$ cat config.mk
export PLATFORM = sky130hd
export DESIGN_NAME = vga_sync
export DESIGN_NICKNAME = d
export VERILOG_FILES = /design/src/rtl/vga_timing_pkg.sv /design/src/rtl/pixel_prescaler.sv /design/src/rtl/vga_sync.sv
export SDC_FILE = /design/constraint.sdc
export NUM_CORES = 1
export LEC_CHECK = 0
export BUFFER_PORTS_ARGS = -buffer_cell sky130_fd_sc_hd__buf_4
export CAP_MARGIN = 0
export CELL_PAD_IN_SITES_DETAIL_PLACEMENT = 2
export CELL_PAD_IN_SITES_GLOBAL_PLACEMENT = 2
export CORE_MARGIN = 2
export CORE_UTILIZATION = 28
export DETAILED_ROUTE_END_ITERATION = 8
export GPL_ROUTABILITY_DRIVEN = 0
export PLACE_DENSITY_LB_ADDON = 0.1
export SYNTH_ARGS = -nofsm -noshare
export SYNTH_HDL_FRONTEND = slang
export SYNTH_SLANG_ARGS = --single-unit
export TNS_END_PERCENT = 1
$ cat constraint.sdc
create_clock -name clk -period 1.6 [get_ports clk]
set_input_delay 0.24 -clock clk [delete_from_list [all_inputs] [get_ports clk]]
set_output_delay 0.24 -clock clk [all_outputs]
set_load 0.005 [all_outputs]
$ cat src/rtl/vga_timing_pkg.sv
// vga_timing_pkg: 640x480@60 timing constants, colour type and a range helper shared with render logic.
package vga_timing_pkg;
  localparam int H_ACTIVE = 640;
  localparam int H_FP     = 16;
  localparam int H_SYNC   = 96;
  localparam int H_BP     = 48;
  localparam int V_ACTIVE = 480;
  localparam int V_FP     = 10;
  localparam int V_SYNC   = 2;
  localparam int V_BP     = 33;
  localparam int H_TOTAL  = H_ACTIVE + H_FP + H_SYNC + H_BP;
  localparam int V_TOTAL  = V_ACTIVE + V_FP + V_SYNC + V_BP;
  localparam int CW       = 12;
  typedef logic [CW-1:0] rgb_t;
  function automatic logic in_range(int v, int lo, int hi);
    return (v >= lo) && (v < hi);
  endfunction
endpackage

$ cat src/rtl/pixel_prescaler.sv
// pixel_prescaler: divides clk by DIV into a registered one-cycle pixel-advance strobe.
module pixel_prescaler #(
  parameter int DIV = 4
) (
  input  logic clk,
  input  logic rst,
  output logic pix_tick_o
);
  localparam int PW = $clog2(DIV);
  logic [PW-1:0] pre_q, pre_d;
  logic          tick_q;
  logic          last;
  assign last = pre_q == PW'(DIV - 1);
  always_comb pre_d = last ? '0 : pre_q + 1'b1;
  always_ff @(posedge clk or posedge rst) begin
    if (rst) begin
      pre_q  <= '0;
      tick_q <= 1'b0;
    end else begin
      pre_q  <= pre_d;
      tick_q <= last;
    end
  end
  assign pix_tick_o = tick_q;
endmodule

$ cat src/rtl/vga_sync.sv
// vga_sync: VGA raster counters with a one-pixel-delayed registered sync/DE/RGB output stage.
module vga_sync
  import vga_timing_pkg::*;
#(
  parameter int DIV      = 4,
  parameter int H_ACTIVE = vga_timing_pkg::H_ACTIVE,
  parameter int H_FP     = vga_timing_pkg::H_FP,
  parameter int H_SYNC   = vga_timing_pkg::H_SYNC,
  parameter int H_BP     = vga_timing_pkg::H_BP,
  parameter int V_ACTIVE = vga_timing_pkg::V_ACTIVE,
  parameter int V_FP     = vga_timing_pkg::V_FP,
  parameter int V_SYNC   = vga_timing_pkg::V_SYNC,
  parameter int V_BP     = vga_timing_pkg::V_BP,
  parameter bit SYNC_POL = 1'b0
) (
  input  logic          clk,
  input  logic          rst,
  input  logic [CW-1:0] rgb_in,
  output logic [9:0]    x,
  output logic [9:0]    y,
  output logic          pix_tick,
  output logic          line_start,
  output logic          frame_start,
  output logic          hs,
  output logic          vs,
  output logic          de,
  output logic [CW-1:0] rgb_out
);
  localparam int HT = H_ACTIVE + H_FP + H_SYNC + H_BP;
  localparam int VT = V_ACTIVE + V_FP + V_SYNC + V_BP;
  logic [9:0] h_q, h_d, v_q, v_d;
  logic       hs_q, vs_q, de_q;
  rgb_t       rgb_q;
  logic       h_end, v_end, active, hs_act, vs_act;
  pixel_prescaler #(.DIV(DIV)) u_pre (
    .clk        (clk),
    .rst        (rst),
    .pix_tick_o (pix_tick)
  );
  assign h_end  = h_q == 10'(HT - 1);
  assign v_end  = v_q == 10'(VT - 1);
  assign active = in_range(int'(h_q), 0, H_ACTIVE) && in_range(int'(v_q), 0, V_ACTIVE);
  assign hs_act = in_range(int'(h_q), H_ACTIVE + H_FP, H_ACTIVE + H_FP + H_SYNC);
  assign vs_act = in_range(int'(v_q), V_ACTIVE + V_FP, V_ACTIVE + V_FP + V_SYNC);
  always_comb begin
    h_d = !pix_tick ? h_q : h_end ? '0 : h_q + 1'b1;
    v_d = !(pix_tick && h_end) ? v_q : v_end ? '0 : v_q + 1'b1;
  end
  // Output stage samples the pre-advance position, so it trails x/y by one pixel.
  always_ff @(posedge clk or posedge rst) begin
    if (rst) begin
      h_q   <= '0;
      v_q   <= '0;
      hs_q  <= !SYNC_POL;
      vs_q  <= !SYNC_POL;
      de_q  <= 1'b0;
      rgb_q <= '0;
    end else begin
      h_q <= h_d;
      v_q <= v_d;
      if (pix_tick) begin
        hs_q  <= hs_act ? SYNC_POL : !SYNC_POL;
        vs_q  <= vs_act ? SYNC_POL : !SYNC_POL;
        de_q  <= active;
        rgb_q <= active ? rgb_in : '0;
      end
    end
  end
  assign x           = h_q;
  assign y           = v_q;
  assign line_start  = pix_tick && h_end;
  assign frame_start = line_start && v_end;
  assign hs          = hs_q;
  assign vs          = vs_q;
  assign de          = de_q;
  assign rgb_out     = rgb_q;
endmodule
## Yosys cells after proc, flatten, opt, wreduce, memory -nomap -nowiden

Index checks and enable logic that the tools add are counted.
W data, S select, Z words.

- $lt $le $gt $ge: 6
- Equal/unequal tests: 3
- Mux-type cells: 6
- Reductions and logical operators: 5
- Add/subtract/negate cells: 3

Operators with widths:

| operator | number |
|---|---|
| $add A10 B1 Y10 const B | 2 |
| $eq A10 B10 Y1 const B | 2 |
| $lt A10 B10 Y1 const B | 2 |
| $lt A10 B9 Y1 const B | 2 |
| $mux W10 | 2 |
| $mux W12 | 1 |
| $ge A10 B10 Y1 const B | 1 |
| $ge A10 B9 Y1 const B | 1 |
| $logic_and A1 B1 Y1 | 5 |
| $add A2 B1 Y2 const B | 1 |
| $eq A2 B2 Y1 const B | 1 |
| $mux W1 | 2 |
| $mux W2 | 1 |

- Output and inout bits: 38
- Bits in registers: 38
- Bits of input ports: 14

## Longest topological paths before layout

- Word-level depth: 3
- Gate-level depth with buffers: 8
- Gate-level depth less buffers: 6

## By module

A second synthesis with hierarchy kept.

- Cell total of the unflattened synthesis: 159
- Area, all modules: 1,770.4 um^2

By module, submodules not included:

| module | area each (um^2) | cells each | instances |
|---|---|---|---|
| vga_sync | 1,675.4 | 153 | 1 |
| pixel_prescaler | 95.1 | 6 | 1 |

## Least setup slack after synthesis

No wires, ideal clock.

- Path type: register -> register
- Start: register h_q[1], in the netlist x[1]
- End: register v_q[5], in the netlist y[5]
- Setup time: 127 ps
- Buffers on the path: 2
- Clock period less this slack: 1,621 ps
- Stages on the path, launching flop included: 9
- Arrival: 1,494 ps
- Setup slack: -21 ps
- Cell sequence: dfrtp_1 ha_1 and2_1 clkbuf_1 nand4_4 inv_2 buf_6 nand3_1 xnor2_1

- Longest elaborated chain between the ends: 2

Ends and longest elaborated chain:

| what | line | RTL |
|---|---|---|
| start: declaration | vga_sync.sv:31 | `logic [9:0] h_q, h_d, v_q, v_d;` |
| start signal: assignment | vga_sync.sv:52 | `h_q <= '0;` |
| start signal: assignment | vga_sync.sv:59 | `h_q <= h_d;` |
| $eq A10 B10 Y1 | vga_sync.sv:40 | `assign h_end = h_q == 10'(HT - 1);` |
| $logic_and A1 B1 Y1 | -- |  |
| via line_start | vga_sync.sv:22 | `output logic line_start,` |
| end signal: assignment | vga_sync.sv:60 | `v_q <= v_d;` |
| end: declaration | vga_sync.sv:31 |  |

The timed path passes the listed nets, and every way through them passes these cells.
A chain may end at the register's enable or synchronous reset.

## Worst setup path after layout

- Start: register h_q[5], in the netlist x[5]
- End: output frame_start

- Longest elaborated chain between the ends: 3

Ends and longest elaborated chain:

| what | line | RTL |
|---|---|---|
| $eq A10 B10 Y1 | vga_sync.sv:40 |  |
| $logic_and A1 B1 Y1 | vga_sync.sv:71 | `assign line_start = pix_tick && h_end;` |
| $logic_and A1 B1 Y1 | vga_sync.sv:72 | `assign frame_start = line_start && v_end;` |
| end: declaration | vga_sync.sv:23 | `output logic frame_start,` |

Every way passes these cells.

==> run_results.csv <==
group,metric,value,unit
sta,fmax,568.2,MHz
worst_setup_path,cp_num_buf_inv,1,
layout,layout-drive-gt1-share,0.4612,
yosys,ys.warnings.count,0,
yosys,synth_top_family_by_area,"simple AND/OR/NAND/NOR gates",
clock_tree,path_clk_slew,0.08,ns
flow_run,max-cap-violations,0,
placement,place_area,2317,µm²
yosys,yosys.area.top_type,"dfrtp_1",
worst_setup_path,endpoint_kind,"primary output",
worst_setup_path,path_depth,4,
drt,drc,0,
yosys,yosysUniqueCellTypes,36,
clock_tree,numCtsBuffers,5,
die,core,5956,µm²
drt,drt_iter0_markers,34,
drt,dr.pass1.iters,2,
sta,fin_skew,0.006805,ns
sta,maxSlewViolCount,0,
die,die_h,82.50,µm
sta,finalHoldViolCount,0,
global_routing,antenna_found_initial,0,
worst_setup_path,worstReg2RegStart,"x[5]",
sta,finalSetupTns,-0.3831,ns
worst_setup_path,crit_fanout,5,
worst_setup_path,slowest_stage,"dfrtp_1",
layout,fin_area,2545,µm²
die,ios,52,
sta,worst_pin_slew,0.4932,ns
worst_setup_path,reg2regPathDepth,5,
power_and_ir_drop,p_leak,1.238,nW
clock_tree,tritoncts,"yes",
layout,area_delta_synth_final,47.50,%
sta,layout_setup_ws,-0.1600,ns
die,rows,28,
yosys,ys_seq_area_frac,0.5526,
power_and_ir_drop,power.total,1.769,mW
layout,final_util,0.4273,
worst_setup_path,rrSetupSlack,-0.05,ns
yosys,yosys.area_share.simple,0.1878,
clock_tree,insertion_delay,0.29,ns
worst_setup_path,max_stage_delay,0.41,ns
worst_setup_path,endpoint,"frame_start",
yosys,synth_edf_count,0,
layout,layout.nets,250,
die,dieArea,6806,µm²
worst_setup_path,path_cells,"nor4b_4 > nand4_4 > nor2_2 > buf_4",
placement,place_hpwl,3.685,mm
power_and_ir_drop,vdd_drop_max,418.9,µV
worst_setup_path,critical_path_required,1.36,ns
global_routing,overflow,0,
yosys,synth_area_leaders,"dfrtp_1, a22o_1, ha_1",
die,die_w,82.50,µm
placement,numPortBuffers,51,
yosys,syn-cell-area,1725,µm²
run_status,violations,"setup timing",
clock_tree,cts_buffer_depth,2,
yosys,muxShareOfSynthArea,0.005801,
yosys,synthAdderAreaFrac,0.03626,
layout,n_antenna_cell,0,
sta,setup_viol,5,
sta,rsz0062_at_grt,"yes",
worst_setup_path,startpoint_type,"flip-flop",
run_status,status,"finished, violations left",
global_routing,grt_max_degree,39,
die,start_util,0.2897,
worst_setup_path,r2r_end,"y[3]",
yosys,synth-compound-area-share,0.1226,
worst_setup_path,cp-startpoint,"x[5]",
drt,totalWireLength,5.099,mm
clock_tree,clock-sinks,38,
yosys,syn_area_per_cell,11.43,µm²
global_routing,grt_use_total,0.1611,
yosys,synth-async-reset-ratio,1.000,
drt,drtAntennaViolNets,0,
yosys,syn-instance-count,151,
yosys,synth_top_area_frac,0.5221,
yosys,synth.ff_latch_count,38,
drt,vias,1517,
layout,final_cell_mix,"buf_4, dfrtp_1, a22o_1",
worst_setup_path,critPathTopFamily,"simple AND/OR/NAND/NOR gates",
worst_setup_path,cp.arrival,1.52,ns
sta,fin_crit_sh,1.100,
yosys,synth_ff_type,"dfrtp_1",
clock_tree,cts-root-buf,"clkbuf_8",
sta,period_needed,1.760,ns
drt,post_drt_wl_per_cell,16.61,µm
sta,slew_headroom,0.6712,
worst_setup_path,path_class,"flip-flop to primary output",
min_path,hp-class,"primary input to asynchronous set/reset pin",
drt,vias_per_cell,4.941,
yosys,synth_xor_area_frac,0.05076,
yosys,syn_nets,170,
power_and_ir_drop,p_per_area,695.1,nW/µm²
clock_tree,htreeDepth,2,
global_routing,grt_pass1_vias,1628,
layout,final_common_cell,"buf_4",
global_routing,grt_first_pass_wirelength,8.259,mm
per-stage QoR:
step,worst slack [ns],hold WS [ns],cells
after floorplan,0.04552,0.3684,151
after detailed placement,-0.02970,0.4066,291
after CTS,-0.1943,0.08661,304
final,-0.1600,0.07628,307
after global placement,0.03151,0.3910,291
after global routing,-0.2560,0.1151,307
routing by layer:
metal	track usage	vias to the layer above	share of wire
met1	0.2131	785	0.43
met2	0.2702	26	0.53
li1	-	701	-
met5	0	-	0
met4	0.03443	0	0.0076
met3	0.03696	5	0.032
report_power, final:
group / switching [mW] / internal [mW]
Combinational: 0.0353 / 0.0524
Sequential: 0.00985 / 0.975
Clock: 0.350 / 0.347
Total: 0.395 / 1.37
what timing repair did:
action	in CTS	in global routing
hold buffers	0	0
endpoints found under the setup margin	6	24
pin swaps	3	5
buffers inserted	5	3
endpoints found under the hold margin	0	0
resized for setup	8	14
worst min-delay path: cells and delay by family:
kind / cells / cell delay (ns)
buffers and inverters: 3 / 0.57
synth_stat cells (2+ instances only):
library cell	count
inv_1	8
and3_2	2
dfstp_2	2
a22o_1	12
ha_1	5
nand4_1	6
buf_4	2
nor2_1	7
clkbuf_1	3
o21ai_0	8
and4_1	2
nor3_1	4
dfrtp_1	36
xor2_1	6
nand3_1	11
xnor2_1	4
a41oi_1	2
nor4_1	3
and3_1	2
nand2_1	6
a21oi_1	3
a31oi_1	3
area by class of cell:
class / instances / area (µm²)
Fill cell: 654 / 3411
Inverter: 9 / 38.79
Clock inverter: 2 / 12.51
Multi-Input combinational cell: 97 / 750.7
Tap cell: 75 / 93.84
Sequential cell: 38 / 954.7
Timing Repair Buffer: 80 / 611.8
Clock buffer: 6 / 82.58
logic make-up after synthesis:
kind of cell,Yosys count
buf+inv,16
simple gates,51
mux,1
fa+ha+maj,5
compound gates,30
flops,38
xor+xnor,10
sequential cells by signal, summed over array words and instances (netlist names):
signal            count
de                    1
hs                    1
x                    10
u_pre.pre_q           2
vs                    1
rgb_out              12
u_pre.pix_tick_o      1
y                    10
how the worst min path moves through the flow:
stage	start	end	slack, ns	cells past startpoint
2_1_floorplan	rgb_in[0]	rgb_out[0]	0.37	1
3_3_place_gp	rst	de	0.39	3
3_5_place_dp	rst	rgb_out[4]	0.41	3
4_1_cts	rst	rgb_out[4]	0.09	3
5_1_grt	rst	rgb_out[4]	0.12	3
6_report	rst	rgb_out[4]	0.08	3
No activity file was read; power rests on OpenSTA's default activity.
